--- config.mk ---
export PLATFORM = sky130hd
export DESIGN_NAME = rs_alu_bank
export DESIGN_NICKNAME = d
export VERILOG_FILES = /design/src/rtl/rs_alu_bank.sv
export SDC_FILE = /design/constraint.sdc
export NUM_CORES = 1
export LEC_CHECK = 0
export CORE_UTILIZATION = 65
export CTS_CLUSTER_SIZE = 24
export DETAILED_ROUTE_END_ITERATION = 8
export PLACE_DENSITY = 0.86
export RECOVER_POWER = 100
export SLEW_MARGIN = 20
export SYNTH_ARGS = -nofsm -noshare
export SYNTH_HDL_FRONTEND = slang
export SYNTH_SLANG_ARGS = --single-unit
--- constraint.sdc ---
create_clock -name CLOCK_50 -period 9.9 [get_ports CLOCK_50]
set_input_delay 1.98 -clock CLOCK_50 [delete_from_list [all_inputs] [get_ports CLOCK_50]]
set_output_delay 1.98 -clock CLOCK_50 [all_outputs]
set_load 0.01 [all_outputs]
--- src/rtl/rs_alu_bank.sv ---
// Reservation-station bank feeding a LATENCY-stage integer ALU.
// Entries snoop the CDB for missing operands; results leave through a valid/ready port.
module rs_alu_bank #(
  parameter int ENTRIES  = 4,
  parameter int DATA_W   = 32,
  parameter int TAG_W    = 3,
  parameter int TAG_BASE = 1,
  parameter int LATENCY  = 2
) (
  input  logic                              CLOCK_50,
  input  logic                              RSTN_N,
  input  logic                              flush,
  input  logic                              disp_valid,
  output logic                              disp_ready,
  input  logic [2:0]                        disp_op,
  input  logic [TAG_W-1:0]                  disp_tag1,
  input  logic [TAG_W-1:0]                  disp_tag2,
  input  logic [DATA_W-1:0]                 disp_val1,
  input  logic [DATA_W-1:0]                 disp_val2,
  output logic [TAG_W-1:0]                  disp_tag,
  input  logic                              cdb_valid,
  input  logic [TAG_W-1:0]                  cdb_tag,
  input  logic [DATA_W-1:0]                 cdb_data,
  output logic                              res_valid,
  input  logic                              res_ready,
  output logic [TAG_W-1:0]                  res_tag,
  output logic [DATA_W-1:0]                 res_data,
  output logic [$clog2(ENTRIES+1)-1:0]      busy_count
);

  localparam int CNT_W = $clog2(ENTRIES+1);
  localparam int IDX_W = (ENTRIES > 1) ? $clog2(ENTRIES) : 1;

  logic              e_busy   [ENTRIES];
  logic              e_issued [ENTRIES];
  logic [2:0]        e_op     [ENTRIES];
  logic [TAG_W-1:0]  e_tag1   [ENTRIES];
  logic [TAG_W-1:0]  e_tag2   [ENTRIES];
  logic [DATA_W-1:0] e_val1   [ENTRIES];
  logic [DATA_W-1:0] e_val2   [ENTRIES];

  logic              vld_p  [1:LATENCY];
  logic [TAG_W-1:0]  tag_p  [1:LATENCY];
  logic [DATA_W-1:0] data_p [1:LATENCY];

  logic             free_found, rdy_found;
  logic [IDX_W-1:0] free_idx, rdy_idx;
  logic [CNT_W-1:0] cnt;
  logic             advance, disp_fire, res_fire, issue_fire;

  function automatic logic [DATA_W-1:0] alu(input logic [2:0] op,
                                            input logic [DATA_W-1:0] a,
                                            input logic [DATA_W-1:0] b);
    logic signed [DATA_W-1:0] sa;
    logic signed [DATA_W-1:0] sb;
    sa = a;
    sb = b;
    case (op)
      3'd0:    return a + b;
      3'd1:    return a - b;
      3'd2:    return {{(DATA_W-1){1'b0}}, (sa < sb)};
      3'd3:    return {{(DATA_W-1){1'b0}}, (a < b)};
      3'd4:    return a & b;
      3'd5:    return a | b;
      3'd6:    return a ^ b;
      default: return '0;
    endcase
  endfunction

  // Tag 0 marks a present value, so it can never be a snoop hit.
  function automatic logic snoop_hit(input logic [TAG_W-1:0] t);
    return cdb_valid && (t != '0) && (t == cdb_tag);
  endfunction

  always_comb begin
    free_found = 1'b0;
    free_idx   = '0;
    rdy_found  = 1'b0;
    rdy_idx    = '0;
    cnt        = '0;
    for (int i = 0; i < ENTRIES; i++) begin
      if (e_busy[i]) cnt = cnt + CNT_W'(1);
      if (!e_busy[i] && !free_found) begin
        free_found = 1'b1;
        free_idx   = IDX_W'(i);
      end
      if (e_busy[i] && !e_issued[i] && (e_tag1[i] == '0) && (e_tag2[i] == '0) && !rdy_found) begin
        rdy_found = 1'b1;
        rdy_idx   = IDX_W'(i);
      end
    end
  end

  assign disp_ready = free_found;
  assign disp_tag   = TAG_W'(TAG_BASE) + TAG_W'(free_idx);
  assign busy_count = cnt;
  assign advance    = !(vld_p[LATENCY] && !res_ready);
  assign disp_fire  = disp_valid && disp_ready;
  assign res_fire   = vld_p[LATENCY] && res_ready;
  assign issue_fire = advance && rdy_found;

  assign res_valid = vld_p[LATENCY];
  assign res_tag   = tag_p[LATENCY];
  assign res_data  = data_p[LATENCY];

  always_ff @(posedge CLOCK_50 or negedge RSTN_N) begin
    if (!RSTN_N) begin
      for (int i = 0; i < ENTRIES; i++) begin
        e_busy[i]   <= 1'b0;
        e_issued[i] <= 1'b0;
        e_op[i]     <= '0;
        e_tag1[i]   <= '0;
        e_tag2[i]   <= '0;
        e_val1[i]   <= '0;
        e_val2[i]   <= '0;
      end
      for (int s = 1; s <= LATENCY; s++) begin
        vld_p[s]  <= 1'b0;
        tag_p[s]  <= '0;
        data_p[s] <= '0;
      end
    end else if (flush) begin
      for (int i = 0; i < ENTRIES; i++) begin
        e_busy[i]   <= 1'b0;
        e_issued[i] <= 1'b0;
      end
      for (int s = 1; s <= LATENCY; s++) vld_p[s] <= 1'b0;
    end else begin
      // Entry stage: snoop, free on handshake, mark issue, allocate on dispatch
      for (int i = 0; i < ENTRIES; i++) begin
        if (e_busy[i]) begin
          if (snoop_hit(e_tag1[i])) begin
            e_tag1[i] <= '0;
            e_val1[i] <= cdb_data;
          end
          if (snoop_hit(e_tag2[i])) begin
            e_tag2[i] <= '0;
            e_val2[i] <= cdb_data;
          end
        end
        if (res_fire && (tag_p[LATENCY] == TAG_W'(TAG_BASE + i))) begin
          e_busy[i]   <= 1'b0;
          e_issued[i] <= 1'b0;
        end
        if (issue_fire && (rdy_idx == IDX_W'(i))) e_issued[i] <= 1'b1;
        if (disp_fire && (free_idx == IDX_W'(i))) begin
          e_busy[i]   <= 1'b1;
          e_issued[i] <= 1'b0;
          e_op[i]     <= disp_op;
          e_tag1[i]   <= snoop_hit(disp_tag1) ? '0 : disp_tag1;
          e_val1[i]   <= snoop_hit(disp_tag1) ? cdb_data : disp_val1;
          e_tag2[i]   <= snoop_hit(disp_tag2) ? '0 : disp_tag2;
          e_val2[i]   <= snoop_hit(disp_tag2) ? cdb_data : disp_val2;
        end
      end
      // ALU stages p1..pLATENCY: compute at issue, then shift toward the result port
      if (advance) begin
        vld_p[1] <= issue_fire;
        if (issue_fire) begin
          tag_p[1]  <= TAG_W'(TAG_BASE) + TAG_W'(rdy_idx);
          data_p[1] <= alu(e_op[rdy_idx], e_val1[rdy_idx], e_val2[rdy_idx]);
        end
        for (int s = 2; s <= LATENCY; s++) begin
          vld_p[s]  <= vld_p[s-1];
          tag_p[s]  <= tag_p[s-1];
          data_p[s] <= data_p[s-1];
        end
      end
    end
  end

endmodule

Word level (Yosys, flattened, before mapping)
Cells that the tools add are included.

Add/sub/neg operators: 7. $lt $le $gt $ge: 3. Equality and inequality tests: 27. Multiplexer cells: 100. Bitwise operators: 6. Reductions and logical operators: 123.

Operators with widths (number): 32-bit two-way mux (30); 32-bit case mux with 7 select lines (1); 32-bit binary-select mux with 2-bit select (2); 3-bit two-way mux (30); 32-bit < comparator (2); 1-bit logical AND (54); 3-bit nonzero test (14); 32-bit adder (1); 32-bit AND (1); 32-bit bitwise OR (1); 32-bit subtractor (1); 32-bit XOR (1); 3-bit == test (10); 3-bit zero test (9); 1-bit two-way mux (27); 3-bit AND reduction (9); 2-bit nonzero test (12); 4-bit nonzero test (4); 1-bit zero test (14); 2-bit two-way mux (7); 3-bit by 2-bit == test with 1-bit output, second input constant (4); 3-bit == test, second input constant (4); 2-bit AND reduction (5); 2-bit == test, second input constant (4); other kinds (13) (19).

Register bits: 372. Input port bits: 114. Output and inout bits: 43. Word-level logic and storage cells: 300.

Longest topological paths before layout
Word-level depth: 20. Depth in mapped cells: 22. Gate-level depth less buffers: 18.

Worst setup path after synthesis
Ideal clock, no wire load.

Path type: reg2reg. Start: register e_tag2[1] (netlist bit). End: register data_p[62] (netlist bit). Arrival time: 4.875 ns. Required time: 9.772 ns. Path slack: 4.896 ns. Stages on the path, launching flop included: 21. Clock period less this slack: 5.004 ns. Cell sequence: dfrtp_1 -> nor4_1 -> and2_1 -> o211a_1 -> buf_6 -> clkbuf_1 -> buf_1 -> mux2i_1 -> mux2i_1 -> ha_1 -> fa_1 -> o21ba_2 -> nor4_1 -> o311ai_1 -> a31o_2 -> a211oi_1 -> o21ai_0 -> a211o_1 -> and3_1 -> xnor2_1 -> o22ai_1.

Word-level cells in the longest chain between the ends: 10. Elaborated cells between the ends (all ways): 30. Classes of those cells: add/sub: 2; eq/ne: 6; mux: 12; bitwise: 4; reduce/logical: 6.

Ends and longest elaborated chain: start, declared (line 38) `logic [TAG_W-1:0] e_tag2 [ENTRIES];`; start signal, assigned by index (line 152) `e_tag2[i] <= snoop_hit(disp_tag2) ? '0 : disp_tag2;`; 3-bit zero test * (line 87) `if (e_busy[i] && !e_issued[i] && (e_tag1[i] == '0) && (e_tag2[i] == '0) && !rdy_found) begin`; 1-bit logical AND * (2 in a row) (line 87); 2-bit two-way mux (line 87); 2-bit NOT with 3-bit output (not written as such) (line 161) `data_p[1] <= alu(e_op[rdy_idx], e_val1[rdy_idx], e_val2[rdy_idx]);`; 32-bit binary-select mux with 2-bit select or 3-bit binary-select mux with 2-bit select (tied branches) (line 161); 32-bit two-way mux (not written as such) or 3-bit two-way mux (tied branches) (2 in a row) (line 161); 32-bit subtractor, or another cell as far along (line 60) `3'd1: return a - b;`; 32-bit case mux with 7 select lines (line 58) `case (op)`; end signal, assigned by index (line 166) `data_p[s] <= data_p[s-1];`; end, declared (line 44) `logic [DATA_W-1:0] data_p [1:LATENCY];`.

Mark *: on every way between the ends. The rest lies on a longest branch, timed or not. The select of a mux whose other input is x is not followed. A chain may end at the register's enable or synchronous reset.

Worst setup path in the final report
Start: register e_busy[0] (netlist bit). End: register data_p[62] (netlist bit).

Word-level cells in the longest chain between the ends: 11. Elaborated cells between the ends (all ways): 31. Classes of those cells: add/sub: 2; eq/ne: 6; mux: 12; bitwise: 4; reduce/logical: 7.

Ends and longest elaborated chain: start, declared (line 34) `logic e_busy [ENTRIES];`; start signal, assigned by index (line 109) `e_busy[i] <= 1'b0;`; start signal, assigned by index (line 124) `e_busy[i] <= 1'b0;`; start signal, assigned by index (line 142) `e_busy[i] <= 1'b0;`; 1-bit logical AND * (4 in a row) (line 87); 2-bit two-way mux (line 87); 2-bit NOT with 3-bit output (not written as such) (line 161); 32-bit binary-select mux with 2-bit select or 3-bit binary-select mux with 2-bit select (tied branches) (line 161); 32-bit two-way mux (not written as such) or 3-bit two-way mux (tied branches) (2 in a row) (line 161); 32-bit subtractor, or another cell as far along (line 60); 32-bit case mux with 7 select lines (line 58).

Marks and branches as above.

==> results.py <==
metrics = {
    "timing": {
        "rsz0062_at_grt": "no",
        "post-route-period-util": 0.7732,
        "hold_slack_ps": 474.5,
        "setup_tns_ps": 0,
        "slew_headroom": -2.873,
        "fin_crit_ps": 7655,
        "tightest_slew_ps": 5809,
        "setup_violations": 0,
        "final-hold-violation-count": 0,
        "finalMaxSlewViolations": 762,
        "finClkSkew_ps": 16.45,
        "fmax_mhz": 130.6,
    },
    "place": {
        "gp_congestion": 0.9911,
        "hpwl_um": 49140,
        "io_buffers": 156,
    },
    "worst_hold_path": {
        "min_path_type": "reg2reg",
    },
    "drt": {
        "detail-route-antenna-nets": 0,
        "post-route-drc-count": 0,
        "drt-pass1-iter-count": 6,
        "wl_um": 74560,
        "wl_per_cell_um": 23.72,
        "drt_iter0_drc": 2179,
        "vias_per_cell": 6.645,
        "vias": 20890,
    },
    "clocking": {
        "root_buffer": "clkbuf_16",
        "clkLatencyLatePin_ps": 590,
        "clkSinkCount": 372,
        "htree_num_levels": 2,
        "cts_tree": "built",
        "cts_buffer_depth": 3,
        "hold_buffers": 0,
        "cts_resized": 0,
        "cts_setup_buffers": 0,
        "clk_pin_slew_ps": 60,
        "cts_buffers": 41,
    },
    "cells_and_area": {
        "final_cell_mix": "464 x mux2i_1, 395 x nand2_1, 372 x dfrtp_1",
        "final_nets": 2874,
        "synthToLayoutAreaGrowth_pct": 11.39,
        "drive_gt1_frac": 0.06103,
        "mostFrequentLayoutCell": "mux2i_1",
    },
    "yosys": {
        "async_flop_share": 1.000,
        "synth_ff_type": "dfrtp_1",
        "synth_edf_count": 0,
        "yosys.area.top_type": "dfrtp_1",
        "syn_avg_cell_area_um2": 9.179,
        "ys_top_cells_by_area": "dfrtp_1 38%, mux2i_1 19%, o21ai_0 6.9%",
        "yosys_warnings": 0,
        "synth-seq-cells": 372,
        "ys_types": 77,
        "netlist_area_um2": 24320,
        "syn_nets": 2882,
        "ys_seq_area_frac": 0.3827,
        "synth.top_cell.area_share": 0.3827,
        "syn_inst": 2650,
    },
    "floorplan": {
        "rows": 70,
        "die_y_um": 195.5,
        "start_util": 0.6628,
        "fp.dieArea_um2": 38200,
        "pin_count": 157,
        "core_area_um2": 36700,
        "die_w_um": 195.5,
    },
    "global_routing": {
        "grt_overflow": 0,
        "antenna_found_initial": 5,
        "grt_start_max_net_pins": 106,
        "grt_usage": 0.3937,
        "grt_pass1_wl_um": 116800,
        "grt_pass1_vias": 20680,
    },
    "worst_setup_path": {
        "endpoint_kind": "register",
        "cp_max_fo": 105,
        "critPathLaunchType": "register",
        "critPathArrivalTime_ps": 8150,
        "critPathKind": "reg2reg",
        "cp_data_required_time_ps": 10400,
    },
    "pwr": {
        "max-vdd-ir-drop_v": 0.0001439,
        "p_leak_nw": 12.97,
        "p_per_area_nw_per_um2": 241.0,
    },
    "flow_run": {
        "drv_cap": 12,
    },
    "outcome": {
        "status": "finished with violations",
        "violations": "capacitance limit, slew limit",
    },
}
worst max-delay path, stage by stage (launching register included):
cell and delay (ps):
dfrtp_1 560, nor4b_1 370, and2_0 230, o211a_1 1380, buf_12 640, mux2i_1 340, mux2i_1 240, ha_1 320
fa_1 460, o21ba_2 220, nor4_1 310, o311ai_0 340, a31o_2 380, a211oi_1 620, o21ai_0 270, a211o_1 310
and3_1 200, xnor2_1 120, o22ai_1 140
worst paths after layout:
kind                       slack, ps      start         end  cells after the start
min in group asynchronous       3490     RSTN_N     e_op[0]                      1
setup / recovery                2240  e_busy[0]  data_p[62]                     18
hold / removal                   470    e_op[5]     e_op[5]                      2
setup reg to reg                2240  e_busy[0]  data_p[62]                     18
hold reg to reg                  470    e_op[5]     e_op[5]                      2
max in group asynchronous       2800     RSTN_N  e_val1[28]                      2
per-stage QoR:
step	total power, mW	worst slack, ps	instance area [um^2]	instances	utilization
after floorplan	4.076	4896	24320	2650	-
after global placement	4.804	3589	25780	3067	0.7025
after detailed placement	4.894	3490	25780	3067	0.7025
after CTS	6.489	3412	27180	3139	0.7406
after global routing	6.872	1600	27100	3144	0.7384
final	6.529	2245	27100	3144	0.7384
metal layers:
layer / GRT usage / share of wire / vias to the layer above
met5: 0 / 0 / -
met4: 0.1662 / 0.037 / 0
met3: 0.09292 / 0.11 / 230
met2: 0.5939 / 0.45 / 1237
met1: 0.5442 / 0.41 / 10190
li1: - / - / 9233
area by class of cell:
class / count / area [um^2]
clock inverters: 9 / 101.3
fillers: 2579 / 9602
diodes: 5 / 12.51
flip-flops and latches: 372 / 9309
inverters: 107 / 401.6
repair buffers: 188 / 1760
clock buffers: 63 / 1300
well taps: 468 / 585.6
multi-input cells: 1932 / 13630
kinds of logic after synthesis:
family / synth area share
flip-flops: 0.3827
multiplexers: 0.2126
XOR/XNOR: 0.01764
buffers and inverters: 0.06291
AO/OA/AOI/OAI: 0.1549
AND/OR/NAND/NOR: 0.1079
adder cells (fa/ha/maj): 0.06131
sequential cells by signal (all words and copies together), names as in the netlist:
register / cells
e_tag1: 12
vld_p: 1
e_op: 12
e_issued: 4
res_valid: 1
e_val2: 128
res_data: 32
e_val1: 128
e_busy: 4
data_p: 32
tag_p: 3
res_tag: 3
e_tag2: 12
synth_stat cells (5+ instances only):
library cell  instances
a211oi_1             15
buf_2                49
mux2i_1             464
nand3_1              26
and3_1                8
xnor2_1              38
a41oi_1               7
mux2_2               41
o21a_1                5
clkbuf_1            128
xor2_1               11
nand4_1               8
dfrtp_1             372
nor2_1               84
o22ai_1              24
o2111ai_1             7
or3_1                 6
o211ai_1              7
a21o_1               11
o21ai_1               5
nor3b_1               7
o21bai_1             15
a2111oi_0             7
nand2b_1             16
a31oi_1              12
nor4_1               10
nand2_1             403
o31ai_1              19
buf_1                19
nor2b_1              10
and2_1                7
buf_4                39
o21ai_0             337
ha_1                116
inv_1               107
a22oi_1              19
a21oi_1             100
nor3_1               27
report_power, final:
part           total, mW  internal, mW  switching, mW
registers           2.17          1.92          0.249
logic               2.78          1.06           1.71
clock network       1.58         0.931          0.651
(Power assumes the default switching activity.)
